### src/rtl/rv32i_fetch_pkg.sv
// Shared definitions for the instruction fetch stage: FSM encoding,
// the reset value of the instruction register and the PC increment.
package rv32i_fetch_pkg;

  typedef enum logic [2:0] {
    ST_REQ   = 3'd0,
    ST_WAIT  = 3'd1,
    ST_HOLD  = 3'd2,
    ST_DROP  = 3'd3,
    ST_FAULT = 3'd4
  } fetch_state_e;

  localparam logic [31:0] INSN_NOP = 32'h0000_0013;
  localparam logic [31:0] PC_STEP  = 32'd4;

  function automatic logic is_aligned(input logic [31:0] addr);
    return (addr[1:0] == 2'b00);
  endfunction

endpackage

### src/rtl/insn_fetch_unit.sv
// Fetch stage: single outstanding word read to instruction memory, an
// instruction register handed to decode, redirect handling and fault flag.
module insn_fetch_unit
  import rv32i_fetch_pkg::*;
#(
  parameter logic [31:0] RESET_VECTOR = 32'h0000_0000
) (
  input  logic        clk,
  input  logic        rst_n,
  output logic        imem_req_valid,
  input  logic        imem_req_ready,
  output logic [31:0] imem_addr,
  input  logic        imem_rsp_valid,
  input  logic [31:0] imem_rsp_data,
  output logic        insn_valid,
  input  logic        insn_ready,
  output logic [31:0] insn,
  output logic [31:0] insn_pc,
  input  logic        redirect_valid,
  input  logic [31:0] redirect_pc,
  output logic        misaligned_fault
);

  fetch_state_e state_reg, state_next;
  logic [31:0]  pc_reg, pc_next;
  logic [31:0]  insn_reg, insn_next;
  logic [31:0]  insn_pc_reg, insn_pc_next;
  logic         insn_valid_reg, insn_valid_next;
  logic         fault_reg, fault_next;
  logic         drop_to_fault_reg, drop_to_fault_next;

  logic req_accept;
  logic rsp_pending;

  always_ff @(posedge clk) begin
    if (!rst_n) begin
      state_reg         <= ST_REQ;
      pc_reg            <= RESET_VECTOR;
      insn_reg          <= INSN_NOP;
      insn_pc_reg       <= 32'h0000_0000;
      insn_valid_reg    <= 1'b0;
      fault_reg         <= 1'b0;
      drop_to_fault_reg <= 1'b0;
    end else begin
      state_reg         <= state_next;
      pc_reg            <= pc_next;
      insn_reg          <= insn_next;
      insn_pc_reg       <= insn_pc_next;
      insn_valid_reg    <= insn_valid_next;
      fault_reg         <= fault_next;
      drop_to_fault_reg <= drop_to_fault_next;
    end
  end

  always_comb begin
    state_next         = state_reg;
    pc_next            = pc_reg;
    insn_next          = insn_reg;
    insn_pc_next       = insn_pc_reg;
    insn_valid_next    = insn_valid_reg;
    fault_next         = fault_reg;
    drop_to_fault_next = drop_to_fault_reg;

    req_accept = (state_reg == ST_REQ) && imem_req_ready;
    // A response is still owed after this edge if a request is accepted now,
    // or one is outstanding and its data does not arrive this cycle.
    rsp_pending = req_accept ||
                  (((state_reg == ST_WAIT) || (state_reg == ST_DROP)) && !imem_rsp_valid);

    if (redirect_valid) begin
      pc_next            = redirect_pc;
      insn_valid_next    = 1'b0;
      fault_next         = !is_aligned(redirect_pc);
      drop_to_fault_next = !is_aligned(redirect_pc);
      if (rsp_pending) begin
        state_next = ST_DROP;
      end else if (!is_aligned(redirect_pc)) begin
        state_next = ST_FAULT;
      end else begin
        state_next = ST_REQ;
      end
    end else begin
      case (state_reg)
        ST_REQ: begin
          if (imem_req_ready) begin
            state_next = ST_WAIT;
          end
        end
        ST_WAIT: begin
          if (imem_rsp_valid) begin
            insn_next       = imem_rsp_data;
            insn_pc_next    = pc_reg;
            insn_valid_next = 1'b1;
            state_next      = ST_HOLD;
          end
        end
        ST_HOLD: begin
          if (insn_ready) begin
            pc_next         = pc_reg + PC_STEP;
            insn_valid_next = 1'b0;
            state_next      = ST_REQ;
          end
        end
        ST_DROP: begin
          // Stale word is discarded; a pending misaligned target parks in FAULT.
          if (imem_rsp_valid) begin
            state_next         = drop_to_fault_reg ? ST_FAULT : ST_REQ;
            drop_to_fault_next = 1'b0;
          end
        end
        ST_FAULT: begin
          state_next = ST_FAULT;
        end
        default: begin
          state_next = ST_REQ;
        end
      endcase
    end
  end

  assign imem_req_valid   = rst_n && (state_reg == ST_REQ);
  assign imem_addr        = pc_reg;
  assign insn_valid       = insn_valid_reg;
  assign insn             = insn_reg;
  assign insn_pc          = insn_pc_reg;
  assign misaligned_fault = fault_reg;

endmodule

### config.mk
export PLATFORM = sky130hd
export DESIGN_NAME = insn_fetch_unit
export DESIGN_NICKNAME = d
export VERILOG_FILES = /design/src/rtl/rv32i_fetch_pkg.sv /design/src/rtl/insn_fetch_unit.sv
export SDC_FILE = /design/constraint.sdc
export NUM_CORES = 1
export LEC_CHECK = 0
export CORE_ASPECT_RATIO = 1.75
export CORE_MARGIN = 3
export CORE_UTILIZATION = 40
export CTS_BUF_LIST = sky130_fd_sc_hd__clkbuf_8
export DETAILED_ROUTE_END_ITERATION = 10
export GPL_TIMING_DRIVEN = 0
export PLACE_DENSITY = 0.74
export RECOVER_POWER = 50
export SLEW_MARGIN = 0
export SYNTH_ARGS = -nofsm -noshare
export SYNTH_HDL_FRONTEND = slang
export SYNTH_SLANG_ARGS = --single-unit
### constraint.sdc
create_clock -name clk -period 2.8 [get_ports clk]
set_input_delay 0.56 -clock clk [delete_from_list [all_inputs] [get_ports clk]]
set_output_delay 0.56 -clock clk [all_outputs]
set_load 0.01 [all_outputs]
Yosys cells after proc, flatten, opt, wreduce, memory -nomap -nowiden. Cells that the tools add are included.

Register bits after elaboration: 102. Output and inout bits: 99. Input bits: 70. Logic and storage cells: 58.

Reductions and logical operators: 20. Equality and inequality tests: 10. $add $sub $neg: 1. Muxes and demuxes: 18. Bitwise operators: 2.

Operators with widths (number): 32-bit 2-to-1 mux (3); 32-bit by 3-bit adder with 32-bit output (second input constant) (1); 3-bit 2-to-1 mux (8); 3-bit case mux with 5 select lines (1); 3-bit != test (second input constant) (4); 2-bit nonzero test (5); 3-bit by 2-bit equality test with 1-bit output (second input constant) (2); 3-bit AND reduction (2); 1-bit 2-to-1 mux (5); 2-bit != test (second input constant) (2); 2-bit AND reduction (2); 4-bit AND reduction (1); 3-bit by 1-bit equality test with 1-bit output (second input constant) (1); 3-bit equality test (second input constant) (1); 1-bit logical AND (3); 3-bit logical NOT (1); 1-bit logical NOT (2); 2-bit logical NOT (1); 1-bit logical OR (2); 1-bit NOT (2); 1-bit case mux with 2 select lines (1); 2-bit OR reduction (1).

Logic depth before layout (Yosys ltp).
Word-level depth: 6. Gate-level depth with buffers: 7. Gate-level depth less buffers: 5.

Least setup slack after synthesis. No wires, ideal clock.

Path kind: reg2reg. Start: register pc_reg[12], in the netlist imem_addr[12]. End: register pc_reg[29], in the netlist imem_addr[29]. Setup time: 0.122 ns. Cell stages (with the launch flop): 6. Data arrival time: 1.970 ns. Clock period less this slack: 2.092 ns. Path slack: 0.708 ns. Cell sequence: dfxtp_1 -> nand4_1 -> or4_4 -> buf_6 -> or3_4 -> a311o_1.

Cells in the longest elaborated chain, start to end: 4.

RTL lines: start, declared (line insn_fetch_unit.sv:25) `logic [31:0] pc_reg, pc_next;`; start signal, assigned (line insn_fetch_unit.sv:46) `pc_reg <= pc_next;`; 32-bit by 3-bit adder with 32-bit output (line insn_fetch_unit.sv:99) `pc_next = pc_reg + PC_STEP;`; 32-bit 2-to-1 mux (line insn_fetch_unit.sv:98) `if (insn_ready) begin`; 32-bit 2-to-1 mux (line insn_fetch_unit.sv:83) `case (state_reg)`; 32-bit 2-to-1 mux (line insn_fetch_unit.sv:70) `if (redirect_valid) begin`.

Every way passes these cells. The select of a mux whose other input is x is not followed. A chain may end at the register's enable or synchronous reset.

Worst setup path in the final report.
Start: input rst_n. End: output imem_req_valid.

Cells in the longest elaborated chain, start to end: 1.

RTL lines: start, declared (line insn_fetch_unit.sv:9) `input logic rst_n,`; 1-bit logical AND (line insn_fetch_unit.sv:121) `assign imem_req_valid = rst_n && (state_reg == ST_REQ);`; end, declared (line insn_fetch_unit.sv:10) `output logic imem_req_valid,`.

Every way passes these cells.

==> results.ini <==
[run_status]
status = finished clean

[sta]
finalCritPeriodShare_pct = 93.5
fin_crit_ps = 2620
finalSetupViolCount = 0
worst_slew_pin_slew_ps = 640
max_freq_mhz = 382
holdWs_ps = 462
fin_skew_ps = 9.78
rsz0062_at_grt = false
slew_viol_final = 0
finalWorstSetupSlack_ps = 183
finalHoldViolCount = 0
slew_headroom_pct = 57.4

[cts]
clock-root-buffer = clkbuf_8
clock_path_buffers = 2
cts_made_buffers = 9
insertion_delay_ps = 370
cts_sinks = 102
tritoncts = built
htree_levels = 3
cts_hold_buf = 0
clkTransAtPathRegs_ps = 100

[worst_setup_path]
crit_fanout = 10
critPathArrivalTime_ps = 2060
critPathKind = in2out
worst_ep_required_time_ps = 2240
endpoint_kind = output pin
crit_path_start_kind = input pin
rrSetupSlack_ps = 510

[grt]
overflow = 0
grt_pass1_wl_mm = 22.9
antenna_found_initial = 0
grt_max_degree = 16
grt_pass1_vias = 4720
grt_util_all_layers_pct = 22.7

[logic_synthesis]
ys.flop_type = dfxtp_1
syn_inst = 542
yosysWarnings = 0
synth.avg_cell_area_sq_um = 8.31
synth_edf_count = 0
syn_area_sq_mm = 0.00450
synth.net_count = 613
synth_seq_cells = 102
ys_types = 49
synth_seq_area_share_pct = 45.4
synth_async_sr_flop_share_pct = 0

[floorplan]
core_area_sq_mm = 0.0108
die_h_um = 146
start_util_pct = 41.6
rows = 50
dieWidth_um = 86.2
boundaryPins = 169
dieArea_sq_mm = 0.0126

[detailed_routing]
drt_pre_antenna_iters = 5
ant_nets = 0
drc_errors = 0
vias = 4689
wirelength_mm = 14.3
wire_per_inst_um = 16.7
viasPerCell = 5.48
drt-initial-drc-count = 265

[pwr]
ir_drop_mv = 0.274
p_leak_nw = 2.45
finalPower_mw = 2.88
p_per_area_mw_per_mm2 = 441

[placement]
place.gp.congestion = 0.896
dp_hpwl_mm = 11.0
port_buffers = 167
dp_worst_setup_slack_ps = -344

[final_layout]
synthToLayoutAreaGrowth_pct = 45.4
antenna_cells = 0
fin_nets = 794
nFillCells = 996
utilization_pct = 60.5
drive_gt1_share_pct = 3.44
register_area_sq_mm = 0.00204
multi_input_area_sq_mm = 0.00227

[run]
cap_violations = 0

[min_path]
hold_class = reg2reg

-- cells in the final DEF, fill, tap and decap left out, types with 2 or more instances in the layout --
cell type and instances:
a311o_1 2, nand4_1 12, nor3_1 2, dfxtp_1 102
clkdlybuf4s50_1 70, buf_4 3, or4_1 9, o211a_1 6
a31oi_1 12, a21boi_0 64, xor2_1 2, nand2_1 145
nor3b_1 2, nor2b_1 5, o31ai_1 8, xnor2_1 8
and4_1 4, nand2b_1 9, nor2_1 6, buf_1 4
dlygate4sd3_1 96, or3_1 5, nand3_1 17, and3_1 3
o311a_1 2, o21ai_0 26, mux2i_1 2, o31a_1 3
nor4_1 9, clkbuf_8 9, clkbuf_1 36, inv_1 4
buf_6 2, clkinv_2 3, a21oi_1 8, nand4b_1 2
and2_1 3
-- kinds of logic (layout without fill, tap and decap cells) --
logic type,Yosys count,after routing,synth area share [%]
AND/OR/NAND/NOR,239,239,25.5
AO/OA/AOI/OAI,140,140,22.0
flip-flops,102,102,45.4
buffers and inverters,47,231,4.25
XOR/XNOR,10,10,1.95
multiplexers,3,3,0.695
adder cells (fa/ha/maj),1,1,0.278
-- power by group --
group / switching [mW] / internal (mW) / leakage [nW]
registers: 0.0673 / 1.50 / 0.832
logic: 0.185 / 0.231 / 1.53
clock network: 0.499 / 0.399 / 0.0907
-- metal layers --
| layer | track usage [%] | vias to the layer above | routed length, um |
|---|---|---|---|
| li1 | - | 2267 | - |
| met1 | 24.2 | 2212 | 5220 |
| met2 | 40.7 | 175 | 7770 |
| met3 | 5.19 | 35 | 857 |
| met4 | 11.7 | 0 | 447 |
| met5 | 0 | - | 0 |
-- cells in the mapped netlist, drive strengths merged, types with 7 or more instances --
cell	n	area, sq um
nand2b	9	56.3
clkbuf	36	135
a21boi	64	480
dfxtp	102	2040
or4	10	78.8
buf	7	41.3
o31ai	8	60.1
xnor2	8	70.1
nand2	145	544
a31oi	12	75.1
o21ai	26	130
nor4	9	56.3
nand4	12	75.1
a21oi	8	40.0
nand3	17	85.1
-- worst paths after layout --
check / start / to / cells after the start
max reg2reg: imem_addr[7] / imem_addr[19] / 7
max: rst_n / imem_req_valid / 4
min: insn_pc[13] / insn_pc[13] / 2
min reg2reg: insn_pc[13] / insn_pc[13] / 2
-- layout make-up --
| type | instances | share of cell area (%) |
|---|---|---|
| timing repair buffer | 170 | 25.9 |
| multi-input combinational | 393 | 34.8 |
| inverter | 4 | 0.229 |
| clock inverter | 5 | 0.803 |
| clock buffer | 9 | 1.89 |
| sequential | 102 | 31.2 |
| tap | 130 | 2.49 |
| buffer | 43 | 2.75 |
-- per-stage QoR --
step,TNS [ps],std cells,instance area (sq um)
after floorplan,0,542,4500
after global placement,-16070,839,6340
after detailed placement,-18650,839,6340
after CTS,0,853,6520
after global routing,0,856,6540
final,0,856,6540
-- worst max-delay path, cell delays in order --
cell and delay (ps):
dlygate4sd3_1 670, clkbuf_4 270, nor4b_2 230, dlygate4sd2_1 320
-- timing repair --
| action | CTS | global route |
|---|---|---|
| gates cloned | 0 | 0 |
| setup endpoints to repair | 1 | 60 |
| pin swaps | 0 | 1 |
| setup buffers | 0 | 3 |
| gates resized for setup | 4 | 0 |
No activity file was read; power rests on OpenSTA's default activity.
